## src/rtl/steer_en.sv

```systemverilog
// Rider-presence and steering-enable controller: captures platform load cells and
// decides whether a rider is aboard (rider_off) and settled/balanced enough to steer (en_steer).
module steer_en #(
    parameter bit          FAST_SIM      = 1'b1,
    parameter logic [11:0] MIN_RIDER_WT  = 12'h200,
    parameter logic [7:0]  WT_HYSTERESIS = 8'h40
) (
    input  logic        clk,
    input  logic        rst_n,
    input  logic        ld_vld,
    input  logic [11:0] lft_ld,
    input  logic [11:0] rght_ld,
    output logic        en_steer,
    output logic        rider_off
);

    localparam logic [12:0] THR_HI = {1'b0, MIN_RIDER_WT} + {5'd0, WT_HYSTERESIS};
    localparam logic [12:0] THR_LO = {1'b0, MIN_RIDER_WT} - {5'd0, WT_HYSTERESIS};

    typedef enum logic [1:0] {
        IDLE  = 2'd0,
        WAIT  = 2'd1,
        STEER = 2'd2
    } state_t;

    state_t      state_r;
    state_t      nxt_state_s;
    logic [11:0] lft_hold_r;
    logic [11:0] rght_hold_r;
    logic [25:0] tmr_r;
    logic        clr_tmr_s;
    logic        tmr_full_s;

    logic [12:0] sum_s;
    logic [12:0] diff_s;
    logic [12:0] neg_diff_s;
    logic [11:0] adiff_s;
    logic        sum_gt_min_s;
    logic        sum_lt_min_s;
    logic        diff_gt_1_4_s;
    logic        diff_gt_15_16_s;

    // Capture load-cell readings on the valid strobe; all decisions use these.
    always_ff @(posedge clk or negedge rst_n) begin
        if (!rst_n) begin
            lft_hold_r  <= 12'd0;
            rght_hold_r <= 12'd0;
        end else if (ld_vld) begin
            lft_hold_r  <= lft_ld;
            rght_hold_r <= rght_ld;
        end else begin
            lft_hold_r  <= lft_hold_r;
            rght_hold_r <= rght_hold_r;
        end
    end

    // Weight sum, side-to-side imbalance and the threshold comparisons derived from them.
    always_comb begin
        sum_s           = {1'b0, lft_hold_r} + {1'b0, rght_hold_r};
        diff_s          = {1'b0, lft_hold_r} - {1'b0, rght_hold_r};
        neg_diff_s      = 13'd0 - diff_s;
        adiff_s         = diff_s[12] ? neg_diff_s[11:0] : diff_s[11:0];
        sum_gt_min_s    = (sum_s > THR_HI);
        sum_lt_min_s    = (sum_s < THR_LO);
        diff_gt_1_4_s   = ({1'b0, adiff_s} > {2'b00, sum_s[12:2]});
        diff_gt_15_16_s = ({1'b0, adiff_s} > (sum_s - {4'd0, sum_s[12:4]}));
    end

    // Settle-timer terminal count; FAST_SIM shortens it for simulation.
    always_comb begin
        tmr_full_s = 1'b0;
        if (FAST_SIM) begin
            tmr_full_s = &tmr_r[14:0];
        end else begin
            tmr_full_s = &tmr_r[25:0];
        end
    end

    // Saturating settle timer, restarted whenever the FSM asks for a fresh settle period.
    always_ff @(posedge clk or negedge rst_n) begin
        if (!rst_n) begin
            tmr_r <= 26'd0;
        end else if (clr_tmr_s) begin
            tmr_r <= 26'd0;
        end else if (!tmr_full_s) begin
            tmr_r <= tmr_r + 26'd1;
        end else begin
            tmr_r <= tmr_r;
        end
    end

    // Next-state logic; losing the rider outranks every balance or timer condition.
    always_comb begin
        nxt_state_s = state_r;
        clr_tmr_s   = 1'b0;
        case (state_r)
            IDLE: begin
                if (sum_gt_min_s) begin
                    nxt_state_s = WAIT;
                    clr_tmr_s   = 1'b1;
                end else begin
                    nxt_state_s = IDLE;
                end
            end
            WAIT: begin
                if (sum_lt_min_s) begin
                    nxt_state_s = IDLE;
                end else if (diff_gt_1_4_s) begin
                    nxt_state_s = WAIT;
                    clr_tmr_s   = 1'b1;
                end else if (tmr_full_s) begin
                    nxt_state_s = STEER;
                end else begin
                    nxt_state_s = WAIT;
                end
            end
            STEER: begin
                if (sum_lt_min_s) begin
                    nxt_state_s = IDLE;
                end else if (diff_gt_15_16_s) begin
                    nxt_state_s = WAIT;
                    clr_tmr_s   = 1'b1;
                end else begin
                    nxt_state_s = STEER;
                end
            end
            default: begin
                nxt_state_s = IDLE;
                clr_tmr_s   = 1'b0;
            end
        endcase
    end

    // State register and registered outputs; en_steer tracks entry/exit of STEER on the same edge.
    always_ff @(posedge clk or negedge rst_n) begin
        if (!rst_n) begin
            state_r   <= IDLE;
            en_steer  <= 1'b0;
            rider_off <= 1'b1;
        end else begin
            state_r   <= nxt_state_s;
            en_steer  <= (nxt_state_s == STEER);
            rider_off <= sum_lt_min_s;
        end
    end

endmodule
```

## config.mk

```make
export PLATFORM = sky130hd
export DESIGN_NAME = steer_en
export DESIGN_NICKNAME = d
export VERILOG_FILES = /design/src/rtl/steer_en.sv
export SDC_FILE = /design/constraint.sdc
export NUM_CORES = 1
export LEC_CHECK = 0
export CAP_MARGIN = 20
export CORE_ASPECT_RATIO = 1.2
export CORE_MARGIN = 1.5
export CORE_UTILIZATION = 40
export DETAILED_ROUTE_END_ITERATION = 6
export SETUP_SLACK_MARGIN = 0.3
export SYNTH_ARGS = -nofsm -noshare
export SYNTH_HDL_FRONTEND = slang
export SYNTH_SLANG_ARGS = --single-unit
```

## constraint.sdc

```tcl
create_clock -name clk -period 6.6 [get_ports clk]
set_clock_uncertainty 0.1 [all_clocks]
set_input_delay 0.99 -clock clk [delete_from_list [all_inputs] [get_ports clk]]
set_output_delay 0.99 -clock clk [all_outputs]
set_load 0.02 [all_outputs]
```

# ---- Word-level counts from Yosys, hierarchy flattened
# Cells that the tools add are included.
dict set report totals {
  regBits 54
  out_inout_bits 2
  word_cells 37
  inputBits 27
}
dict set report op_classes {
  reduce_logical 2
  n_mux 16
  n_eq_ne 4
  n_lt_le_gt_ge 4
  add_sub_neg 5
}
# operator n
set op_table {}
lappend op_table {{26-bit two-way mux} 2}
lappend op_table {{26-bit by 1-bit adder with 26-bit output (second input constant)} 1}
lappend op_table {{15-bit AND reduction} 1}
lappend op_table {{12-bit by 12-bit adder with 13-bit output} 1}
lappend op_table {{12-bit by 13-bit greater-than comparator with 1-bit output} 1}
lappend op_table {{13-bit by 10-bit greater-than comparator with 1-bit output (second input constant)} 1}
lappend op_table {{13-bit by 9-bit less-than comparator with 1-bit output (second input constant)} 1}
lappend op_table {{12-bit by 12-bit subtractor with 13-bit output} 1}
lappend op_table {{13-bit by 9-bit subtractor with 13-bit output} 1}
lappend op_table {{12-bit by 11-bit greater-than comparator with 1-bit output} 1}
lappend op_table {{12-bit two-way mux} 1}
lappend op_table {{1-bit by 12-bit subtractor with 12-bit output (first input constant)} 1}
lappend op_table {{2-bit two-way mux} 5}
lappend op_table {{1-bit two-way mux} 6}
lappend op_table {{2-bit case mux with 3 select lines} 1}
lappend op_table {{2-bit == test (second input constant)} 2}
lappend op_table {{1-bit case mux with 3 select lines} 1}
lappend op_table {{2-bit by 1-bit == test with 1-bit output (second input constant)} 1}
lappend op_table {{2-bit logical NOT} 1}
lappend op_table {{2-bit inequality test (second input constant)} 1}

# ---- Logic depth before layout (Yosys ltp)
# Gate-level depths: netlist (run 1).
dict set report depth {
  depth_word 8
  mapped_depth 29
  mapped_depth_nobuf 28
}

# ---- Worst setup path after synthesis (run 1)
# No wires, ideal clock.
dict set report synth_path {
  kind {flip-flop to flip-flop}
  from {reg rght_hold_r[1]}
  to {reg tmr_r[14]}
  synth_period_minus_slack_ps 5497
  t_arrival_ps 5272
  required_ps 6374
  setup_slack_ps 1103
  stages_incl_launch_ff 28
  n_path_buf 1
  setup_time_ps 126
  cell_sequence {dfrtp_1 -> inv_1 -> ha_1 -> nand2b_1 -> a2111o_1 -> nand3_1 -> xor2_1 -> inv_1 -> fa_1 -> nor2b_1 -> o21ai_0 -> nand2b_1 -> a41oi_1 -> o31ai_1 -> a21oi_1 -> o21ai_0 -> xnor2_1 -> ha_1 -> nand4_1 -> nor2_1 -> a211oi_1 -> o21ai_0 -> o41ai_1 -> a221oi_1 -> a31oi_2 -> nor3b_4 -> buf_6 -> a21oi_2}
}
dict set report synth_via {
  elab_chain_cells 8
  elab_cells_between_ends 17
  cone_classes {add/sub (4); order compare (4); eq/ne (1); mux (8)}
}
# element line
set synth_rtl {}
lappend synth_rtl {{start: declaration} 29} ;# logic [11:0] rght_hold_r;
lappend synth_rtl {{start signal: assignment} 50} ;# rght_hold_r <= rght_ld;
lappend synth_rtl {{start signal: assignment} 53} ;# rght_hold_r <= rght_hold_r;
lappend synth_rtl {{12-bit by 12-bit subtractor with 13-bit output} 60} ;# diff_s = {1'b0, lft_hold_r} - {1'b0, rght_hold_r};
lappend synth_rtl {{1-bit by 12-bit subtractor with 12-bit output} 61} ;# neg_diff_s = 13'd0 - diff_s;
lappend synth_rtl {{12-bit two-way mux} 62} ;# adiff_s = diff_s[12] ? neg_diff_s[11:0] : diff_s[11:0];
lappend synth_rtl {{12-bit by 13-bit greater-than comparator with 1-bit output / 12-bit by 11-bit greater-than comparator with 1-bit output (equally long branches)} {66, 65}}
lappend synth_rtl {{1-bit two-way mux, on equally long branches} {120, 108}}
lappend synth_rtl {{1-bit two-way mux, on equally long branches} {118, 106}}
lappend synth_rtl {{1-bit case mux with 3 select lines *} 96} ;# case (state_r)
lappend synth_rtl {{2-bit inequality test (no source line) / 26-bit two-way mux (equally long branches)} n/a}
lappend synth_rtl {{end signal: assignment} 86} ;# tmr_r <= tmr_r + 26'd1;
lappend synth_rtl {{end signal: assignment} 88} ;# tmr_r <= tmr_r;
lappend synth_rtl {{end: declaration} 30} ;# logic [25:0] tmr_r;
# Every way passes the cells marked *; elsewhere a longest branch is shown, timed or not.
# A chain may end at the register's enable or synchronous reset.

# ---- Worst setup path after layout (run 1)
dict set report layout_path {
  from {reg lft_hold_r[2]}
  to {reg tmr_r[4]}
}
dict set report layout_via {
  elab_chain_cells 8
  elab_cells_between_ends 17
  cone_classes {add/sub (4); order compare (4); eq/ne (1); mux (8)}
}
# element line
set layout_rtl {}
lappend layout_rtl {{start: declaration} 28} ;# logic [11:0] lft_hold_r;
lappend layout_rtl {{start signal: assignment} 49} ;# lft_hold_r <= lft_ld;
lappend layout_rtl {{start signal: assignment} 52} ;# lft_hold_r <= lft_hold_r;
lappend layout_rtl {{12-bit by 12-bit subtractor with 13-bit output} 60}
lappend layout_rtl {{1-bit by 12-bit subtractor with 12-bit output} 61}
lappend layout_rtl {{12-bit two-way mux} 62}
lappend layout_rtl {{12-bit by 13-bit greater-than comparator with 1-bit output / 12-bit by 11-bit greater-than comparator with 1-bit output (equally long branches)} {66, 65}}
lappend layout_rtl {{1-bit two-way mux, on equally long branches} {120, 108}}
lappend layout_rtl {{1-bit two-way mux, on equally long branches} {118, 106}}
lappend layout_rtl {{1-bit case mux with 3 select lines *} 96}
lappend layout_rtl {{2-bit inequality test (no source line) / 26-bit two-way mux (equally long branches)} n/a}
# Marked as above.

==> run summary, run 1 <==
Avg Cell Area, Syn -> 8.481 um^2
Min cycle time layout -> 5.835 ns
Setup CP Type -> reg -> reg
R2R Path Start -> lft_hold_r[2]$_DFFE_PN0P_
RR Endpoint -> tmr_r[4]$_DFFE_PN0P_
Leading area contributor after synthesis -> dfrtp_1
Crit path DAT -> 5.95 ns
Clock Latency Late Sink -> 0.29 ns
Final core occ -> 47.21%
Layout area overhead -> 13.59%
Core footprint -> 11140 um^2
Setup WS pre-CTS -> 0.4194 ns
DRC Markers -> 0
Synth top area cells -> dfrtp_1 (23%), ha_1 (16%), xnor2_1 (6.8%)
Filler cells -> 1132
Cell row count -> 42
Leak pwr -> 2.312 nW
Rel. slew slack -> 55.97%
HPWL after DPL -> 8277 um
Setup TNS -> 0 ns
Ys async rst share -> 100.0%
Max clock buf depth -> 2
WL final -> 10350 um
Worst Reg-to-Reg Cells -> 25
Clock power share -> 14.8%
Number of synthesized flops with an enable pin -> 0
Sw Share -> 46.54%
Syn Std Cell Area -> 4631 um^2
Vias/cell -> 5.378
Worst Path Max Fanout -> 15
Initial DRC Count -> 223
Pwr per Cell Area -> 362.0 nW/um^2
Ports -> 29
Unique masters post-synth -> 70
Register share of total power -> 16.0%
Root buffer cell -> clkbuf_16
Initial antenna violation count -> 0
Drt wl/cell -> 14.30 um
CTS tree -> done
WP data required -> 6.71 ns
Number of synthesized register bits -> 43
Synthesized Nets -> 635
Number of global-route vias before repair -> 3684
# diodes -> 0
Synth Flop Type -> dfrtp_1
Gate power share -> 69.2%
Worst-margin pin slew -> 0.6574 ns
Fmax -> 0.1714 GHz
Die width -> 101.2 um
Max Cap Violations -> 0
Num CTS Buffers -> 5
Mapped Cells -> 546
Slew Limit Fails -> 0
Commonest cells in the netlist -> ha_1 (59), nand2_1 (47), inv_1 (45)
Total count of hold-check failures in the final report -> 0
Layout cells sized above 1 -> 10.70%
Vias after detailed routing -> 3894
Share of the synthesized area in the top cell type -> 22.70%
Sequential cell area -> 1077 um^2
Reg2reg setup slack -> 0.77 ns
RSZ-0062 raised after global routing -> false
First-pass GRT wire length -> 17290 um
GRT Util Overall -> 17.76%
Nets -> 658
Warnings from Yosys -> 0
Gpl congestion -> 0.8589
CP Launch Type -> flop
Final hold slack -> 0.4383 ns
Internal Power -> 1.018 mW
Largest net degree at the start of global routing -> 44
Post-route ant nets -> 0
Min setup slack post-route -> 0.7651 ns
Die Ht -> 120.9 um
Origin of the worst setup path -> lft_hold_r[2]$_DFFE_PN0P_
Min-Delay Path Class -> in -> async
Multi-input gate area -> 3303 um^2
Sequential area share after synthesis -> 23.26%
Die ar. -> 12230 um^2
NetSw -> 0.8862 mW
Worst setup EP type -> flop
Final setup viols -> 0
Congestion Overflow GR -> 0
Htree depth -> 2
Clk pin slew, worst setup/hold paths -> 0.06 ns
Final worst path period share -> 88.41%
DRT Pass-1 Iters -> 4
Clock Sinks -> 43
Port-buffer cells -> 28
Top-count cell post-synth -> ha_1
Max VDD drop -> 0.2091 mV
Status -> finished clean
Initial Utilization -> 41.57%
-- critical path, stage by stage (launching register included) --
cell and delay (ns):
dfrtp_1 0.40, ha_1 0.54, nor2_1 0.08, o311a_1 0.35, o21a_1 0.24, nor3_1 0.27
or2_1 0.35, inv_2 0.17, ha_1 0.35, a21o_1 0.19, a31oi_1 0.13, o21bai_1 0.11
a221o_1 0.33, nand2_1 0.09, xor2_1 0.17, ha_1 0.26, a21o_1 0.16, a21o_1 0.17
a211oi_1 0.33, o21ai_0 0.14, o41ai_1 0.10, a221oi_2 0.08, a31oi_2 0.25, nor3b_4 0.08
buf_6 0.18, a21oi_1 0.15
-- logic make-up after synthesis --
group,share of synthesized area [%]
AOI/OAI and AO/OA,22.16
xor gates and xnor gates,9.808
adders and majority gates,17.24
buffers and inverters,5.971
DFF,23.26
muxes,3.458
and+or+nand+nor,18.10
-- state kept, by name, indices dropped and copies added, names as in the netlist --
name and count:
tmr_r 15, en_steer 1, lft_hold_r 12, rght_hold_r 12, state_r 2, rider_off 1
-- metal layers --
layer	vias up	share of wire [%]	global-route usage (%)	wire length, um
met5	-	0	0	0
li1	1998	-	-	-
met4	0	1.9	5.382	195
met2	52	47	28.69	4863
met3	16	2.9	2.016	300
met1	1828	48	24.79	4991
-- cell type report --
| type | instances | share of cell area, % |
|---|---|---|
| multi-input combinational | 437 | 62.80 |
| sequential | 43 | 20.48 |
| timing repair buffer | 34 | 6.399 |
| tap | 154 | 3.663 |
| inverter | 48 | 3.449 |
| clock buffer | 5 | 2.379 |
| clock inverter | 3 | 0.8325 |
-- cells in the final DEF (no fill, tap or decap), types with 13 or more instances in the layout --
| cell | synthesis | routed |
|---|---|---|
| nor2_1 | 32 | 32 |
| o21ai_0 | 29 | 28 |
| nand2_1 | 47 | 47 |
| xor2_1 | 14 | 13 |
| ha_1 | 59 | 59 |
| xnor2_1 | 36 | 35 |
| clkdlybuf4s50_1 | 0 | 27 |
| a21oi_1 | 31 | 31 |
| dfrtp_1 | 42 | 42 |
| inv_1 | 45 | 45 |
-- what timing repair did --
action	CTS	global route
setup endpoints to repair	0	18
setup buffers	0	2
hold buffers	0	0
resized for setup	0	6
-- per-stage QoR --
stage                     cells  instance area, um^2  power, mW
after floorplan             546                 4631      1.324
after global placement      713                 5026      1.567
after detailed placement    713                 5026      1.593
after CTS                   721                 5195      1.890
after global routing        724                 5260      2.089
final                       724                 5260      1.904
-- power groups by stage --
stage | sequential [mW] | combinational (mW) | clock, mW
floorplan | 0.306 | 1.02 | 0
global placement | 0.308 | 1.26 | 0
detailed placement | 0.309 | 1.28 | 0
CTS | 0.304 | 1.29 | 0.293
global route | 0.307 | 1.48 | 0.304
finish | 0.304 | 1.32 | 0.282
-- worst max path at each step --
stage	endpoint	cells after the start
after floorplan	tmr_r[14]$_DFFE_PN0P_	27
after global placement	tmr_r[3]$_DFFE_PN0P_	28
after detailed placement	tmr_r[0]$_DFFE_PN0P_	28
after CTS	tmr_r[4]$_DFFE_PN0P_	28
after global routing	tmr_r[3]$_DFFE_PN0P_	25
final	tmr_r[4]$_DFFE_PN0P_	25
Power figures use the tool's default switching activity.
==> run 2, diff against run 1 <==
CORE_MARGIN = unset   (was 1.5)
SKIP_LAST_GASP = 1   (was unset)
==> run summary, run 2 (synthesis results as in run 1) <==
Most common cell after layout, fill and taps aside -> ha_1
Htree depth -> 2 (unchanged)
R2R Path Start -> rght_hold_r[0]$_DFFE_PN0P_
Min cycle time layout -> 5.837 ns (+0.002499 ns)
Fin cells -> 722 (-0.28%)
Worst setup EP type -> flop
Core footprint -> 11140 um^2 (unchanged)
Vias after detailed routing -> 3920 (+0.67%)
Cell row count -> 42 (unchanged)
HPWL after DPL -> 8370 um (+1.1%)
Nets -> 656 (-0.30%)
Filler cells -> 1113 (-1.7%)
Min-Delay Path Class -> in -> async
Design area -> 5228 um^2 (-0.62%)
CTS tree -> done
Worst Reg-to-Reg Cells -> 27 (+8.0%)
Root buffer cell -> clkbuf_16
Num CTS Buffers -> 5 (unchanged)
Setup CP Type -> reg -> reg
Pwr per Cell Area -> 356.6 nW/um^2 (-1.5%)
Min setup slack post-route -> 0.7626 ns (-0.002499 ns)
Worst Path Max Fanout -> 15 (unchanged)
Post-route ant nets -> 0 (unchanged)
# Post-CTS Setup Buffers -> 0 (unchanged)
Number of flip-flops in the largest register -> 15 (unchanged)
WL final -> 10350 um (about the same)
Number of global-route vias before repair -> 3777 (+2.5%)
Largest net degree at the start of global routing -> 44 (unchanged)
Max Cap Violations -> 0 (unchanged)
Clock Sinks -> 43 (unchanged)
DRT Pass-1 Iters -> 5 (+1)
Initial DRC Count -> 179 (-20%)
Max VDD drop -> 0.1507 mV (-28%)
Origin of the worst setup path -> rght_hold_r[0]$_DFFE_PN0P_
Post-CTS Hold Buffers -> 0 (unchanged)
Die width -> 100.2 um (-0.99%)
# diodes -> 0 (unchanged)
First-pass GRT wire length -> 17570 um (+1.6%)
Slew Limit Fails -> 0 (unchanged)
Gpl congestion -> 0.8247 (-4.0%)
Setup WS pre-CTS -> 0.4753 ns (+0.05592 ns)
Fmax -> 0.1713 GHz (about the same)
Final setup viols -> 0 (unchanged)
RSZ-0062 raised after global routing -> false
Status -> finished clean
CP Launch Type -> flop
WP data required -> 6.71 ns (about the same)
Layout cells sized above 1 -> 10.56% (-0.14 points)
Final worst path period share -> 88.45% (about the same)
Overall power -> 1.864 mW (-2.1%)
Die ar. -> 12010 um^2 (-1.8%)
Initial Utilization -> 41.57% (unchanged)
Final hold slack -> 0.4250 ns (-0.01324 ns)
Most flops, register -> tmr_r
Most frequent cells in the layout -> ha_1 (58), nand2_1 (47), inv_1 (45)
Layout area overhead -> 12.89%
Final core occ -> 46.92% (-0.29 points)
Post-cts sizing count -> 0 (unchanged)
Drt wl/cell -> 14.34 um (+0.30%)
Biggest regs -> tmr_r (15), lft_hold_r (12), rght_hold_r (12)
GRT Util Overall -> 18.23% (+0.47 points)
DRC Markers -> 0 (unchanged)
Leak pwr -> 2.285 nW (-1.2%)
DP Area -> 5026 um^2 (unchanged)
Congestion Overflow GR -> 0 (unchanged)
Setup TNS -> 0 ns (unchanged)
Max clock buf depth -> 2 (unchanged)
Worst-margin pin slew -> 0.6768 ns (+0.01948 ns)
Clk pin slew, worst setup/hold paths -> 0.06 ns (about the same)
Port-buffer cells -> 28 (unchanged)
Placed instance count -> 713 (unchanged)
Rel. slew slack -> 54.61% (-1.4 points)
Clock Latency Late Sink -> 0.29 ns (about the same)
Total count of hold-check failures in the final report -> 0 (unchanged)
Die Ht -> 119.9 um (-0.83%)
Crit path DAT -> 5.95 ns (about the same)
Vias/cell -> 5.429 (+0.95%)
Ports -> 29 (unchanged)
Initial antenna violation count -> 0 (unchanged)
-- run 2: cell type report --
cell class | count | area, um^2 | area share [%]
Multi-Input combinational cell | 437 | 3313 | 63.38
Sequential cell | 43 | 1077 | 20.61
Timing Repair Buffer | 32 | 321.6 | 6.151
Tap cell | 154 | 192.7 | 3.686
Inverter | 48 | 181.4 | 3.471
Clock buffer | 6 | 128.9 | 2.465
Clock inverter | 2 | 12.51 | 0.2393
-- run 2: worst max-delay path, cell delays in order, from the launching register on --
cell      delay (ns)
dfrtp_1         0.40
ha_1            0.21
inv_1           0.07
fa_1            0.23
nor2_1          0.07
o311a_1         0.34
o21a_1          0.24
nor3_1          0.25
or2_1           0.32
inv_2           0.17
ha_1            0.36
a21o_1          0.20
a31oi_1         0.15
o21bai_1        0.11
a221o_1         0.33
nand2_1         0.09
xor2_1          0.17
ha_1            0.27
a21o_1          0.16
a21o_1          0.17
a211oi_1        0.33
o21ai_0         0.16
o41ai_1         0.11
a221oi_2        0.09
a31oi_2         0.25
nor3b_4         0.08
buf_6           0.18
a21oi_1         0.17
-- run 2: power by group --
| part | internal, mW | switching [mW] |
|---|---|---|
| registers | 0.287 | 0.0164 |
| logic | 0.549 | 0.772 |
| clock network | 0.140 | 0.101 |
| total | 0.976 | 0.889 |
-- run 2: path summary, 6_finish.rpt --
kind,to,slack [ns]
max,tmr_r[2]$_DFFE_PN0P_,0.76
min,tmr_r[14]$_DFFE_PN0P_,0.43
max reg2reg,tmr_r[2]$_DFFE_PN0P_,0.76
min reg2reg,lft_hold_r[8]$_DFFE_PN0P_,0.46
max in group asynchronous,rght_hold_r[5]$_DFFE_PN0P_,5.54
min in group clk,lft_hold_r[8]$_DFFE_PN0P_,0.46
-- run 2: metal layers --
layer	track usage (%)	vias up	wire [um]	part of all wire, %
li1	-	1991	-	-
met1	23.82	1873	4997	48
met2	30.65	44	4984	48
met3	1.864	12	164	1.6
met4	7.246	0	207	2.0
met5	0	-	0	0
